### config.mk
export PLATFORM = sky130hd
export DESIGN_NAME = cache_axi_bridge
export DESIGN_NICKNAME = d
export VERILOG_FILES = /design/src/rtl/cache_axi_bridge_pkg.sv /design/src/rtl/cache_axi_bridge_line_wr_buffer.sv /design/src/rtl/cache_axi_bridge.sv
export SDC_FILE = /design/constraint.sdc
export NUM_CORES = 1
export LEC_CHECK = 0
export ABC_CLOCK_PERIOD_IN_PS = 2300
export CAP_MARGIN = 10
export CORE_ASPECT_RATIO = 1.1
export CORE_UTILIZATION = 25
export CTS_CLUSTER_SIZE = 28
export DETAILED_ROUTE_END_ITERATION = 10
export RECOVER_POWER = 50
export SLEW_MARGIN = 15
export SYNTH_ARGS = -nofsm -noshare
export SYNTH_HDL_FRONTEND = slang
export SYNTH_SLANG_ARGS = --single-unit
### constraint.sdc
create_clock -name clk -period 2.3 [get_ports clk]
set_input_delay 0.23 -clock clk [delete_from_list [all_inputs] [get_ports clk]]
set_output_delay 0.23 -clock clk [all_outputs]
set_load 0.02 [all_outputs]
### src/rtl/cache_axi_bridge_pkg.sv
// Request type encodings, AXI constants and FSM state types shared by the cache-to-AXI bridge.
package cache_axi_bridge_pkg;

   localparam logic [2:0] RDT_BYTE = 3'b000;
   localparam logic [2:0] RDT_HALF = 3'b001;
   localparam logic [2:0] RDT_WORD = 3'b010;
   localparam logic [2:0] RDT_LINE = 3'b100;

   localparam logic [1:0] AXI_BURST_INCR = 2'b01;
   localparam int         AXI_ID_INST    = 0;
   localparam int         AXI_ID_DATA    = 1;
   localparam int         DEF_LINE_WORDS = 4;

   typedef enum logic [1:0] {R_IDLE, R_AR, R_DATA} rd_state_e;
   typedef enum logic [1:0] {W_IDLE, W_AW, W_DATA, W_B} wr_state_e;

   function automatic logic [7:0] req_len(input logic [2:0] rtype, input int line_words);
      return (rtype == RDT_LINE) ? 8'(line_words - 1) : 8'd0;
   endfunction

   function automatic logic [2:0] req_size(input logic [2:0] rtype);
      logic [2:0] size;
      case (rtype)
         RDT_BYTE: size = 3'd0;
         RDT_HALF: size = 3'd1;
         default:  size = 3'd2;
      endcase
      return size;
   endfunction

endpackage

### src/rtl/cache_axi_bridge_line_wr_buffer.sv
// Holds one buffered write (line data, type, wstrb) and sequences its W beats; beat advances on adv_i.
// Outputs are registered-state only and stay stable while wready is low.
module line_wr_buffer
   import cache_axi_bridge_pkg::*;
#(
   parameter int LINE_WORDS = DEF_LINE_WORDS
) (
   input  logic                       clk,
   input  logic                       resetn,
   input  logic                       load_i,
   input  logic [2:0]                 type_i,
   input  logic [3:0]                 wstrb_i,
   input  logic [32*LINE_WORDS-1:0]   data_i,
   input  logic                       active_i,
   input  logic                       adv_i,
   output logic [31:0]                wdata_o,
   output logic [3:0]                 wstrb_o,
   output logic                       wlast_o
);
   localparam int BW = (LINE_WORDS > 1) ? $clog2(LINE_WORDS) : 1;

   logic [LINE_WORDS-1:0][31:0] data_q;
   logic [2:0]                  type_q;
   logic [3:0]                  wstrb_q;
   logic [BW-1:0]               beat_q;
   logic [BW-1:0]               last_beat;

   always_ff @(posedge clk or negedge resetn) begin
      if (!resetn) begin
         data_q  <= '0;
         type_q  <= RDT_BYTE;
         wstrb_q <= '0;
         beat_q  <= '0;
      end else if (load_i) begin
         data_q  <= data_i;
         type_q  <= type_i;
         wstrb_q <= wstrb_i;
         beat_q  <= '0;
      end else if (adv_i) begin
         beat_q  <= beat_q + 1'b1;
      end
   end

   assign last_beat = (type_q == RDT_LINE) ? BW'(LINE_WORDS - 1) : '0;

   // Outputs are forced to zero outside the data phase so an idle bus is quiet.
   assign wdata_o = active_i ? data_q[beat_q] : '0;
   assign wstrb_o = !active_i ? 4'h0 : (type_q == RDT_LINE) ? 4'hf : wstrb_q;
   assign wlast_o = active_i && (beat_q == last_beat);

endmodule

### src/rtl/cache_axi_bridge.sv
// Merges I-cache/D-cache read and D-cache write requests onto one AXI master; AR/AW one cycle after accept.
// Read returns pass straight through; each *_rdy drops while its FSM is busy or a read hits the pending write line.
module cache_axi_bridge
   import cache_axi_bridge_pkg::*;
#(
   parameter int AXI_ID_W   = 4,
   parameter int LINE_WORDS = DEF_LINE_WORDS
) (
   input  logic                      clk,
   input  logic                      resetn,
   input  logic                      inst_rd_req,
   input  logic [2:0]                inst_rd_type,
   input  logic [31:0]               inst_rd_addr,
   output logic                      inst_rd_rdy,
   output logic                      inst_ret_valid,
   output logic                      inst_ret_last,
   output logic [31:0]               inst_ret_data,
   input  logic                      data_rd_req,
   input  logic [2:0]                data_rd_type,
   input  logic [31:0]               data_rd_addr,
   output logic                      data_rd_rdy,
   output logic                      data_ret_valid,
   output logic                      data_ret_last,
   output logic [31:0]               data_ret_data,
   input  logic                      data_wr_req,
   input  logic [2:0]                data_wr_type,
   input  logic [31:0]               data_wr_addr,
   input  logic [3:0]                data_wr_wstrb,
   input  logic [32*LINE_WORDS-1:0]  data_wr_data,
   output logic                      data_wr_rdy,
   output logic [AXI_ID_W-1:0]       arid,
   output logic [31:0]               araddr,
   output logic [7:0]                arlen,
   output logic [2:0]                arsize,
   output logic [1:0]                arburst,
   output logic                      arvalid,
   input  logic                      arready,
   input  logic [AXI_ID_W-1:0]       rid,
   input  logic [31:0]               rdata,
   input  logic                      rlast,
   input  logic                      rvalid,
   output logic                      rready,
   output logic [AXI_ID_W-1:0]       awid,
   output logic [31:0]               awaddr,
   output logic [7:0]                awlen,
   output logic [2:0]                awsize,
   output logic [1:0]                awburst,
   output logic                      awvalid,
   input  logic                      awready,
   output logic [31:0]               wdata,
   output logic [3:0]                wstrb,
   output logic                      wlast,
   output logic                      wvalid,
   input  logic                      wready,
   input  logic                      bvalid,
   output logic                      bready
);
   rd_state_e   rd_state_q, rd_state_d;
   logic        rd_turn_q, rd_turn_d;
   logic        rd_owner_q, rd_owner_d;
   logic [31:0] rd_addr_q, rd_addr_d;
   logic [7:0]  rd_len_q, rd_len_d;
   logic [2:0]  rd_size_q, rd_size_d;

   wr_state_e   wr_state_q, wr_state_d;
   logic [31:0] wr_addr_q, wr_addr_d;
   logic [7:0]  wr_len_q, wr_len_d;
   logic [2:0]  wr_size_q, wr_size_d;

   logic wr_busy, inst_hit, data_hit, inst_acc, data_acc, wr_acc, turn_req, own_data;

   // A read may not overtake a buffered write to the same 16-byte line.
   assign wr_busy  = (wr_state_q != W_IDLE);
   assign inst_hit = wr_busy && (inst_rd_addr[31:4] == wr_addr_q[31:4]);
   assign data_hit = wr_busy && (data_rd_addr[31:4] == wr_addr_q[31:4]);

   assign inst_rd_rdy = (rd_state_q == R_IDLE) && !rd_turn_q && !inst_hit;
   assign data_rd_rdy = (rd_state_q == R_IDLE) &&  rd_turn_q && !data_hit;
   assign data_wr_rdy = (wr_state_q == W_IDLE);

   assign inst_acc = inst_rd_req && inst_rd_rdy;
   assign data_acc = data_rd_req && data_rd_rdy;
   assign wr_acc   = data_wr_req && data_wr_rdy;
   assign turn_req = rd_turn_q ? data_rd_req : inst_rd_req;

   always_ff @(posedge clk or negedge resetn) begin
      if (!resetn) begin
         rd_state_q <= R_IDLE;
         rd_turn_q  <= 1'b0;
         rd_owner_q <= 1'b0;
         rd_addr_q  <= '0;
         rd_len_q   <= '0;
         rd_size_q  <= '0;
         wr_state_q <= W_IDLE;
         wr_addr_q  <= '0;
         wr_len_q   <= '0;
         wr_size_q  <= '0;
      end else begin
         rd_state_q <= rd_state_d;
         rd_turn_q  <= rd_turn_d;
         rd_owner_q <= rd_owner_d;
         rd_addr_q  <= rd_addr_d;
         rd_len_q   <= rd_len_d;
         rd_size_q  <= rd_size_d;
         wr_state_q <= wr_state_d;
         wr_addr_q  <= wr_addr_d;
         wr_len_q   <= wr_len_d;
         wr_size_q  <= wr_size_d;
      end
   end

   always_comb begin
      rd_state_d = rd_state_q;
      rd_turn_d  = rd_turn_q;
      rd_owner_d = rd_owner_q;
      rd_addr_d  = rd_addr_q;
      rd_len_d   = rd_len_q;
      rd_size_d  = rd_size_q;
      case (rd_state_q)
         R_IDLE: begin
            if (inst_acc || data_acc) begin
               rd_owner_d = data_acc;
               rd_addr_d  = data_acc ? data_rd_addr : inst_rd_addr;
               rd_len_d   = req_len(data_acc ? data_rd_type : inst_rd_type, LINE_WORDS);
               rd_size_d  = req_size(data_acc ? data_rd_type : inst_rd_type);
               rd_state_d = R_AR;
            end else if (!turn_req) begin
               rd_turn_d = ~rd_turn_q;
            end
         end
         R_AR:    if (arready) rd_state_d = R_DATA;
         R_DATA: begin
            if (rvalid && rlast) begin
               rd_state_d = R_IDLE;
               rd_turn_d  = ~rd_owner_q;
            end
         end
         default: rd_state_d = R_IDLE;
      endcase
   end

   always_comb begin
      wr_state_d = wr_state_q;
      wr_addr_d  = wr_addr_q;
      wr_len_d   = wr_len_q;
      wr_size_d  = wr_size_q;
      case (wr_state_q)
         W_IDLE: begin
            if (wr_acc) begin
               wr_addr_d  = data_wr_addr;
               wr_len_d   = req_len(data_wr_type, LINE_WORDS);
               wr_size_d  = req_size(data_wr_type);
               wr_state_d = W_AW;
            end
         end
         W_AW:    if (awready) wr_state_d = W_DATA;
         W_DATA:  if (wready && wlast) wr_state_d = W_B;
         W_B:     if (bvalid) wr_state_d = W_IDLE;
         default: wr_state_d = W_IDLE;
      endcase
   end

   assign arvalid = (rd_state_q == R_AR);
   assign arid    = rd_owner_q ? AXI_ID_W'(AXI_ID_DATA) : AXI_ID_W'(AXI_ID_INST);
   assign araddr  = rd_addr_q;
   assign arlen   = rd_len_q;
   assign arsize  = rd_size_q;
   assign arburst = arvalid ? AXI_BURST_INCR : 2'b00;
   assign rready  = (rd_state_q == R_DATA);

   // Return beats are steered combinationally to whichever side owns the burst.
   assign own_data       = rd_owner_q;
   assign inst_ret_valid = rready && !own_data && rvalid;
   assign inst_ret_last  = inst_ret_valid && rlast;
   assign inst_ret_data  = (rready && !own_data) ? rdata : '0;
   assign data_ret_valid = rready && own_data && rvalid;
   assign data_ret_last  = data_ret_valid && rlast;
   assign data_ret_data  = (rready && own_data) ? rdata : '0;

   assign awvalid = (wr_state_q == W_AW);
   assign awid    = awvalid ? AXI_ID_W'(AXI_ID_DATA) : '0;
   assign awaddr  = wr_addr_q;
   assign awlen   = wr_len_q;
   assign awsize  = wr_size_q;
   assign awburst = awvalid ? AXI_BURST_INCR : 2'b00;
   assign wvalid  = (wr_state_q == W_DATA);
   assign bready  = (wr_state_q == W_B);

   line_wr_buffer #(
      .LINE_WORDS (LINE_WORDS)
   ) u_line_wr_buffer (
      .clk      (clk),
      .resetn   (resetn),
      .load_i   (wr_acc),
      .type_i   (data_wr_type),
      .wstrb_i  (data_wr_wstrb),
      .data_i   (data_wr_data),
      .active_i (wvalid),
      .adv_i    (wvalid && wready),
      .wdata_o  (wdata),
      .wstrb_o  (wstrb),
      .wlast_o  (wlast)
   );

endmodule

# == Yosys cells after proc, flatten, opt, wreduce, memory -nomap -nowiden ==
# Cells that the tools add are included.
# totals
reg_bits,229
inputBits,284
output_inout_bits,211
wordCells,113
# classes
addsub,1
magnitude_cmp,1
eq_ne,22
mux,34
bitwise_logic,2
reduce_logical,36
# ops
cell,count
32-bit two-way mux,5
32-bit binary-select mux with 2-bit select,1
28-bit == test,2
2-bit two-way mux,12
1-bit logical AND,19
"2-bit by 1-bit != test with 1-bit output, second input constant",6
"3-bit == test, second input constant",3
1-bit two-way mux,8
4-bit two-way mux,2
2-bit one-hot mux with 2 select lines,2
2-bit one-hot mux with 4 select lines,1
4-bit AND reduction,2
"2-bit == test, second input constant",3
"3-bit by 1-bit == test with 1-bit output, second input constant",2
3-bit zero test,2
"2-bit != test, second input constant",3
2-bit one-hot mux with 3 select lines,1
2-bit nonzero test,3
"2-bit by 1-bit == test with 1-bit output, second input constant",2
1-bit zero test,4
2-bit zero test,2
2-bit AND reduction,2
"2-bit by 3-bit < comparator with 1-bit output, second input constant",1
3-bit two-way mux,1
other kinds (6),7

# == Logic depth before layout (Yosys ltp) ==
# Gate-level depths: netlist (run 1).
# depth
depth_word,8
ltp_mapped,10
depth_no_buf,7

# == Cells and area by module ==
# Synthesis (run 1) repeated with hierarchy kept, for this count alone.
# hier_totals
cells_unflattened,926
area_unflattened_um2,11116.9
# modules_own_cells
mod,instances,cells_each,area_each_um2,seq_area_each_um2
line_wr_buffer,1,413,6077.1,3428.3
cache_axi_bridge,1,513,5039.8,1901.8

# == Worst setup path after synthesis (run 1) ==
# OpenSTA, ideal clock, no wires.
# synth_path
path_kind,flip-flop to output port
from,reg wr_state_q[0]
to,out inst_rd_rdy
arrival_ps,1885
t_required_ps,2070
setup_slack_ps,185
path_stages_with_launch,8
n_path_buf,1
cell_sequence,dfrtp_1 inv_1 ha_1 clkbuf_1 nor2_1 nand4_1 nor2_1 nor4_1
# synth_between
elab_chain_cells,4
# synth_lines
item,line_no,text
start: declaration,cache_axi_bridge.sv:65,"wr_state_e wr_state_q, wr_state_d;"
start signal: assignment,cache_axi_bridge.sv:105,wr_state_q <= wr_state_d;
2-bit nonzero test,cache_axi_bridge.sv:73,assign wr_busy = (wr_state_q != W_IDLE);
1-bit logical AND,cache_axi_bridge.sv:74,assign inst_hit = wr_busy && (inst_rd_addr[31:4] == wr_addr_q[31:4]);
1-bit zero test,cache_axi_bridge.sv:77,assign inst_rd_rdy = (rd_state_q == R_IDLE) && !rd_turn_q && !inst_hit;
1-bit logical AND,cache_axi_bridge.sv:77,
end: declaration,cache_axi_bridge.sv:14,"output logic inst_rd_rdy,"
# Every way passes these cells.

# == Worst setup path in the final report (run 1) ==
# layout_path
from,reg wr_addr_q[27] (netlist: awaddr[27])
to,out inst_rd_rdy
# layout_between
elab_chain_cells,4
# layout_lines
item,line_no,text
start: declaration,cache_axi_bridge.sv:66,"logic [31:0] wr_addr_q, wr_addr_d;"
start signal: assignment,cache_axi_bridge.sv:106,wr_addr_q <= wr_addr_d;
28-bit == test,cache_axi_bridge.sv:74,
1-bit logical AND,cache_axi_bridge.sv:74,
1-bit zero test,cache_axi_bridge.sv:77,
1-bit logical AND,cache_axi_bridge.sv:77,
# Every way passes these cells.

==> results of run 1 <==
==> kinds of logic after synthesis <==
family                     share of synthesized area, %
and+or+nand+nor                                   9.517
other                                           0.03449
adders and majority gates                        0.4603
AOI/OAI and AO/OA                                 4.384
DFF                                               49.02
buffers and inverters                             4.937
muxes                                             26.97
xor gates and xnor gates                          4.672
==> worst min-delay path, cell delays in order <==
cell             delay [ns]
clkdlybuf4s50_1        0.40
nor2_1                 0.10
a21oi_1                0.04
==> where the power goes <==
part	internal (W)	switching [W]	leakage, nW	total (W)
combinational	0.00753	0.00602	5.20	0.0136
clock	0.00238	0.00166	0.416	0.00404
sequential	0.00570	0.00130	2.49	0.00699
total	0.0156	0.00898	8.11	0.0246
==> worst min-delay path by stage <==
stage                          from                           to  cells after the start  slack, ns
floorplan                    resetn                    araddr[0]                      0      -0.07
global placement             resetn  u_line_wr_buffer.data_q[91]                      1       0.17
detailed placement           resetn                    awaddr[0]                      1       0.18
CTS                          resetn  u_line_wr_buffer.data_q[93]                      2       0.17
global route        data_rd_addr[2]                    araddr[2]                      3       0.26
finish              data_rd_addr[0]                    araddr[0]                      3       0.26
==> cells in the final DEF, fill, tap and decap left out, types with 8 or more instances in the layout <==
| master | instances |
|---|---|
| mux2i_4 | 8 |
| clkbuf_16 | 29 |
| clkdlybuf4s50_1 | 328 |
| a21oi_2 | 26 |
| mux2_2 | 168 |
| dfrtp_1 | 207 |
| buf_6 | 52 |
| and2_1 | 34 |
| xor2_1 | 56 |
| buf_12 | 20 |
| and2_4 | 32 |
| clkbuf_1 | 8 |
| and3_1 | 34 |
| nor2_1 | 39 |
| nand2_1 | 10 |
| mux2i_1 | 22 |
| dlygate4sd2_1 | 40 |
| clkbuf_2 | 40 |
| buf_4 | 60 |
| mux4_2 | 32 |
| inv_1 | 8 |
| a21oi_1 | 14 |
| nor4_2 | 8 |
| conb_1 | 22 |
| dlygate4sd3_1 | 28 |
==> cells in the mapped netlist (all sizes together) <==
| master | number |
|---|---|
| or3 | 1 |
| a21oi | 40 |
| a221oi | 2 |
| nor3 | 4 |
| xor2 | 58 |
| o211a | 1 |
| clkbuf | 27 |
| dfrtp | 213 |
| o31a | 1 |
| nand2 | 12 |
| mux2 | 168 |
| nor3b | 1 |
| o32a | 1 |
| o41ai | 1 |
| nor2b | 4 |
| nor2 | 43 |
| mux2i | 32 |
| o21ai | 1 |
| buf | 55 |
| and3 | 34 |
| o311ai | 1 |
| nor4 | 13 |
| and2 | 66 |
| nor4b | 1 |
| o21a | 4 |
| mux4 | 32 |
| o21bai | 1 |
| ha | 4 |
| a22o | 3 |
| nand4 | 4 |
| o2111ai | 1 |
| nand3 | 2 |
| conb | 1 |
| a31oi | 2 |
| o22ai | 2 |
| inv | 8 |
==> metal layers <==
layer  vias up  track usage (%)
li1       4065                -
met1      4385            21.01
met2       348            32.11
met3        51            6.082
met4        10            3.435
met5         -                0
==> flip-flops by register name, summed over array words and instances (netlist names) <==
| register | count |
|---|---|
| u_line_wr_buffer.data_q | 128 |
| araddr | 32 |
| awaddr | 32 |
| u_line_wr_buffer.wstrb_q | 4 |
| u_line_wr_buffer.type_q | 3 |
| arsize | 2 |
| awsize | 2 |
| rd_state_q | 2 |
| u_line_wr_buffer.beat_q | 2 |
| wr_state_q | 2 |
| arlen | 1 |
| awlen | 1 |
| own_data | 1 |
| rd_turn_q | 1 |
==> metrics by stage <==
step                instance area, µm²  utilization, %
finish                           18240           42.82
global route                     18240           42.80
floorplan                        10950               -
CTS                              17970           42.17
detailed placement               16740           39.29
global placement                 16740           39.29
==> area by class of cell <==
| class | count | area share [%] |
|---|---|---|
| well taps | 567 | 3.889 |
| clock inverters | 8 | 0.4184 |
| inverters | 8 | 0.1646 |
| clock buffers | 39 | 4.163 |
| flip-flops and latches | 213 | 29.26 |
| repair buffers | 587 | 32.42 |
| multi-input cells | 562 | 29.64 |
| diodes | 3 | 0.04115 |
==> what timing repair did <==
item / CTS / global route
gates resized for setup: 281 / 176
gates cloned: 9 / 3
hold endpoints to repair: 68 / 0
setup buffers: 28 / 8
hold buffers: 1 / 0
pin swaps: 30 / 40
endpoints found under the setup margin: 128 / 109
==> out/metrics.cfg, run 1 <==
[status]
status=finished with violations
violations=setup timing

[run]
drv_cap=0

[yosys]
netlist_instances=844
synth_warnings=0
synth_area_leaders=dfrtp_1, mux2_2, mux4_2, xor2_1, and2_1
yosysSeqAreaShare_pct=49.02
ys_ff_latch=213
synth_largest_area_cell=dfrtp_1
syn_area_mm2=0.01087
netlist-cell-type-count=43
synth.top_cell.area_share_pct=49.02
synthesis.area_per_instance_um2=12.88

[cts]
numCtsBuffers=26
cts.path.max_buffers=3
clockRootBuffer=clkbuf_16
clkTransAtPathRegs_ns=0.06
cts.sinks=213
cts_tree=yes
clk_latency_ns=0.55
cts_max_level=1

[final_layout]
fill_cells=4073
multi_input_area_mm2=0.005408
drive_gt1_share_pct=36.98
fin_cells=1987
seqCellArea_mm2=0.005338
area_growth_pct=67.78
nets=1686

[setup_path]
start_kind=register
crit_cells=6
rr_worst_depth=9
required_ns=2.07
critPathLaunch=awaddr[27]
worstSetupPathType=reg -> out
cp.arrival_ns=2.19
timing.rr.end=araddr[7]
path_max_fanout=3
path_buf_inv=1
crit_top_cell=nor4_2
slowest_stage=dfrtp_2
critical_path.top_delay_family=simple AND/OR/NAND/NOR gates
slowest_delay_ns=0.45
worstPathCellList=xor2_2 -> nor4_2 -> nand4_1 -> nor2_4 -> nor4_2 -> buf_4
timing.rr.start=awaddr[27]
worstSetupEndpointType=output pin
r2r_slack_ns=-0.08
critPathCapture=inst_rd_rdy

[floorplanning]
die_y_um=220.7
rows=79
dieArea_mm2=0.04433
die_w_um=200.8
ioPinCount=495
start_util_pct=25.52
core-area_mm2=0.04260

[min_path]
hp-class=in -> reg

[placement]
pre_cts_slack_ns=-0.3614
port_buffers=468
dp_cells=1903
hpwl_mm=30.55
gp_congestion=0.8208

[sta]
skew_ns=0.01528
fmax_mhz=413.2
slew_violations=0
hold_ws_ns=0.2623
setup_violations=55
slew_headroom_pct=6.761
setup_slack_ns=-0.1203
setup_tns_ns=-2.333
rsz0062_at_grt=yes
period_share_pct=105.2
min_period_ns=2.420
tightest_slew_ns=1.399
hold_violations=0

[grt]
grt.overflow.total=0
grt_pass1_wl_mm=59.60
grt_pass1_vias=9323
grt_max_degree=69
grt_util_all_layers_pct=17.98
antenna_found_initial=7

[detailed_routing]
ant_nets=0
route.detailed.drc=0
vias=8859
top_layer=met5
dr_wl_met2_mm=21.27
first_iter_violations=235
wl_per_cell_um=20.91
drtPass1Iterations=4
drt-met1-wl_mm=16.12
drt-total-wl_mm=41.54
viasPerCell=4.458
route.met3.wl_mm=3.496

[pwr]
powerDensity_mw_per_mm2=1348
power_w=0.02458
ir_worst_vdd_uv=713.0
p_leak_nw=8.113

Note: power is estimated with default switching activity, not from simulation.
==> run 2: changes to the inputs <==
--- a/config.mk
+++ b/config.mk
@@ -7,10 +7,13 @@
 export LEC_CHECK = 0
 export ABC_CLOCK_PERIOD_IN_PS = 2300
 export CAP_MARGIN = 10
+export CELL_PAD_IN_SITES_DETAIL_PLACEMENT = 0
+export CELL_PAD_IN_SITES_GLOBAL_PLACEMENT = 1
 export CORE_ASPECT_RATIO = 1.1
 export CORE_UTILIZATION = 25
 export CTS_CLUSTER_SIZE = 28
 export DETAILED_ROUTE_END_ITERATION = 10
+export PLACE_DENSITY_LB_ADDON = 0.1
 export RECOVER_POWER = 50
 export SLEW_MARGIN = 15
 export SYNTH_ARGS = -nofsm -noshare
==> constraint.sdc (replaced) <==
create_clock -name clk -period 2.3 [get_ports clk]
set_input_delay 0.69 -clock clk [delete_from_list [all_inputs] [get_ports clk]]
set_output_delay 0.69 -clock clk [all_outputs]
set_load 0.02 [all_outputs]
==> out/metrics.cfg, run 2 (synthesized netlist as in run 1, its figures left out) <==
[cts]
cts.sinks=213  ; unchanged
clk_latency_ns=0.55  ; about the same
cts_max_level=1  ; unchanged
numCtsBuffers=27  ; +3.8%
clkTransAtPathRegs_ns=0.06  ; about the same
cts.path.max_buffers=3  ; unchanged
hold_buffers=0  ; -1
cts_tree=yes
clockRootBuffer=clkbuf_16

[sta]
setup_slack_ns=-0.8180  ; -0.6977 ns
skew_ns=0.02174  ; +0.006461 ns
period_share_pct=135.6  ; +30 points
hold_ws_ns=0.3180  ; +0.05566 ns
slew_violations=0  ; unchanged
hold_violations=0  ; unchanged
min_period_ns=3.118  ; +0.6977 ns
setup_violations=147  ; +170%
tightest_slew_ns=1.023  ; -0.3756 ns
rsz0062_at_grt=yes
fmax_mhz=320.7  ; -22%
slew_headroom_pct=31.80  ; +25 points

[setup_path]
start_kind=input pin
path_max_fanout=2  ; -1
critPathLaunch=inst_rd_addr[6]
r2r_slack_ns=-0.28  ; -0.20 ns
critPathCapture=inst_rd_rdy
required_ns=1.61  ; -0.46 ns
cp.arrival_ns=2.43  ; +0.24 ns
worstSetupEndpointType=output pin
timing.rr.end=araddr[22]
worstSetupPathType=in -> out
rr_worst_depth=11  ; +2
timing.rr.start=awaddr[16]

[status]
violations=setup timing
status=finished with violations

[final_layout]
area_growth_pct=83.05
final_cell_mix=clkdlybuf4s50_1, dfrtp_1, mux2_2
final_common_cell=clkdlybuf4s50_1
nets=1743  ; +3.4%
largest_register=u_line_wr_buffer.data_q
largest_reg_flops=128  ; unchanged
drive_gt1_share_pct=48.51  ; +12 points

[floorplanning]
core-area_mm2=0.04260  ; unchanged
ioPinCount=495  ; unchanged
die_w_um=200.8  ; unchanged
start_util_pct=25.52  ; unchanged
dieArea_mm2=0.04433  ; unchanged
die_y_um=220.7  ; unchanged
rows=79  ; unchanged

[pwr]
power_w=0.02668  ; +8.5%
ir_worst_vdd_uv=698.9  ; -2.0%
p_leak_nw=9.095  ; +12%
powerDensity_mw_per_mm2=1340  ; -0.53%

[grt]
grt_util_all_layers_pct=18.94  ; +0.95 points
grt_pass1_vias=9604  ; +3.0%
grt_pass1_wl_mm=62.60  ; +5.0%
grt.overflow.total=0  ; unchanged
antenna_found_initial=6  ; -1
grt_max_degree=59  ; -14%

[placement]
port_buffers=468  ; unchanged
hpwl_mm=31.24  ; +2.2%
gp_congestion=0.8346  ; +1.7%
pre_cts_slack_ns=-1.385  ; -1.023 ns

[detailed_routing]
viasPerCell=4.409  ; -1.1%
drt-total-wl_mm=43.66  ; +5.1%
wl_per_cell_um=21.39  ; +2.3%
route.detailed.drc=0  ; unchanged
ant_nets=0  ; unchanged
first_iter_violations=313  ; +33%
drtPass1Iterations=4  ; unchanged
vias=8999  ; +1.6%

[run]
drv_cap=0  ; unchanged

[min_path]
hp-class=in -> async

run 2: cell types whose count changed in the layout (fill, tap and decap cells not counted), moves of 26 or more:
cell | previous run | this run
dlygate4sd3_1 | 28 | 0
and3_4 | 0 | 34
buf_6 | 52 | 140
clkbuf_2 | 40 | 5
and2_4 | 32 | 66
buf_4 | 60 | 86
and2_1 | 34 | 0
dlygate4sd2_1 | 40 | 4
dlymetal6s2s_1 | 3 | 75
clkdlybuf4s50_1 | 328 | 273
and3_1 | 34 | 0
run 2: cell type report:
| cell class | count | area, µm² |
|---|---|---|
| Antenna cell | 2 | 5.005 |
| Clock inverter | 7 | 63.81 |
| Fill cell | 3951 | 22700 |
| Sequential cell | 213 | 5334 |
| Multi-Input combinational cell | 562 | 5932 |
| Inverter | 8 | 30.03 |
| Timing Repair Buffer | 643 | 7038 |
| Tap cell | 567 | 709.4 |
| Clock buffer | 39 | 790.8 |
run 2: worst max-delay path: stages:
cell and delay (ns):
clkdlybuf4s50_1 0.56, xor2_1 0.26, nor4_4 0.08, buf_4 0.14, nand4_1 0.10, nor2_1 0.06, buf_4 0.14, nor4_4 0.22
buf_12 0.16
run 2: through the flow:
step                      area (µm²)  instances  utilization, %  TNS, ns
after floorplan                10970        865               -        0
after global placement         16970       1922           39.83   -69.14
after detailed placement       16970       1922           39.83   -69.02
after CTS                      19120       2025           44.89   -66.24
after global routing           19900       2039           46.71   -61.15
final                          19900       2041           46.72   -48.25
run 2: routing by layer:
layer  global-route usage (%)  share of wire, %  vias to the layer above
li1                         -                 -                     4169
met4                    4.326               1.8                       10
met5                        0              0.15                        -
met1                    22.48                40                     4443
met3                    6.362               7.8                       57
met2                    33.08                50                      320
run 2: what timing repair did:
action | CTS | global route
pin swaps | 40 | 72
gates resized for setup | 791 | 239
setup buffers | 51 | 26
endpoints found under the setup margin | 193 | 197
gates cloned | 11 | 7
run 2: report_power, final:
group / switching, W / leakage, nW / internal, W
combinational: 0.00674 / 6.17 / 0.00889
sequential: 0.00120 / 2.50 / 0.00569
clock: 0.00168 / 0.427 / 0.00247
run 2: worst min path at each step:
stage	startpoint	end	slack (ns)	depth (start not counted)
global route	resetn	u_line_wr_buffer.data_q[52]	0.39	1
detailed placement	awsize[1]	awsize[1]	0.48	2
finish	resetn	u_line_wr_buffer.data_q[52]	0.32	1
CTS	resetn	u_line_wr_buffer.data_q[118]	0.01	1
floorplan	resetn	araddr[0]	0.39	0
global placement	awsize[1]	awsize[1]	0.48	2
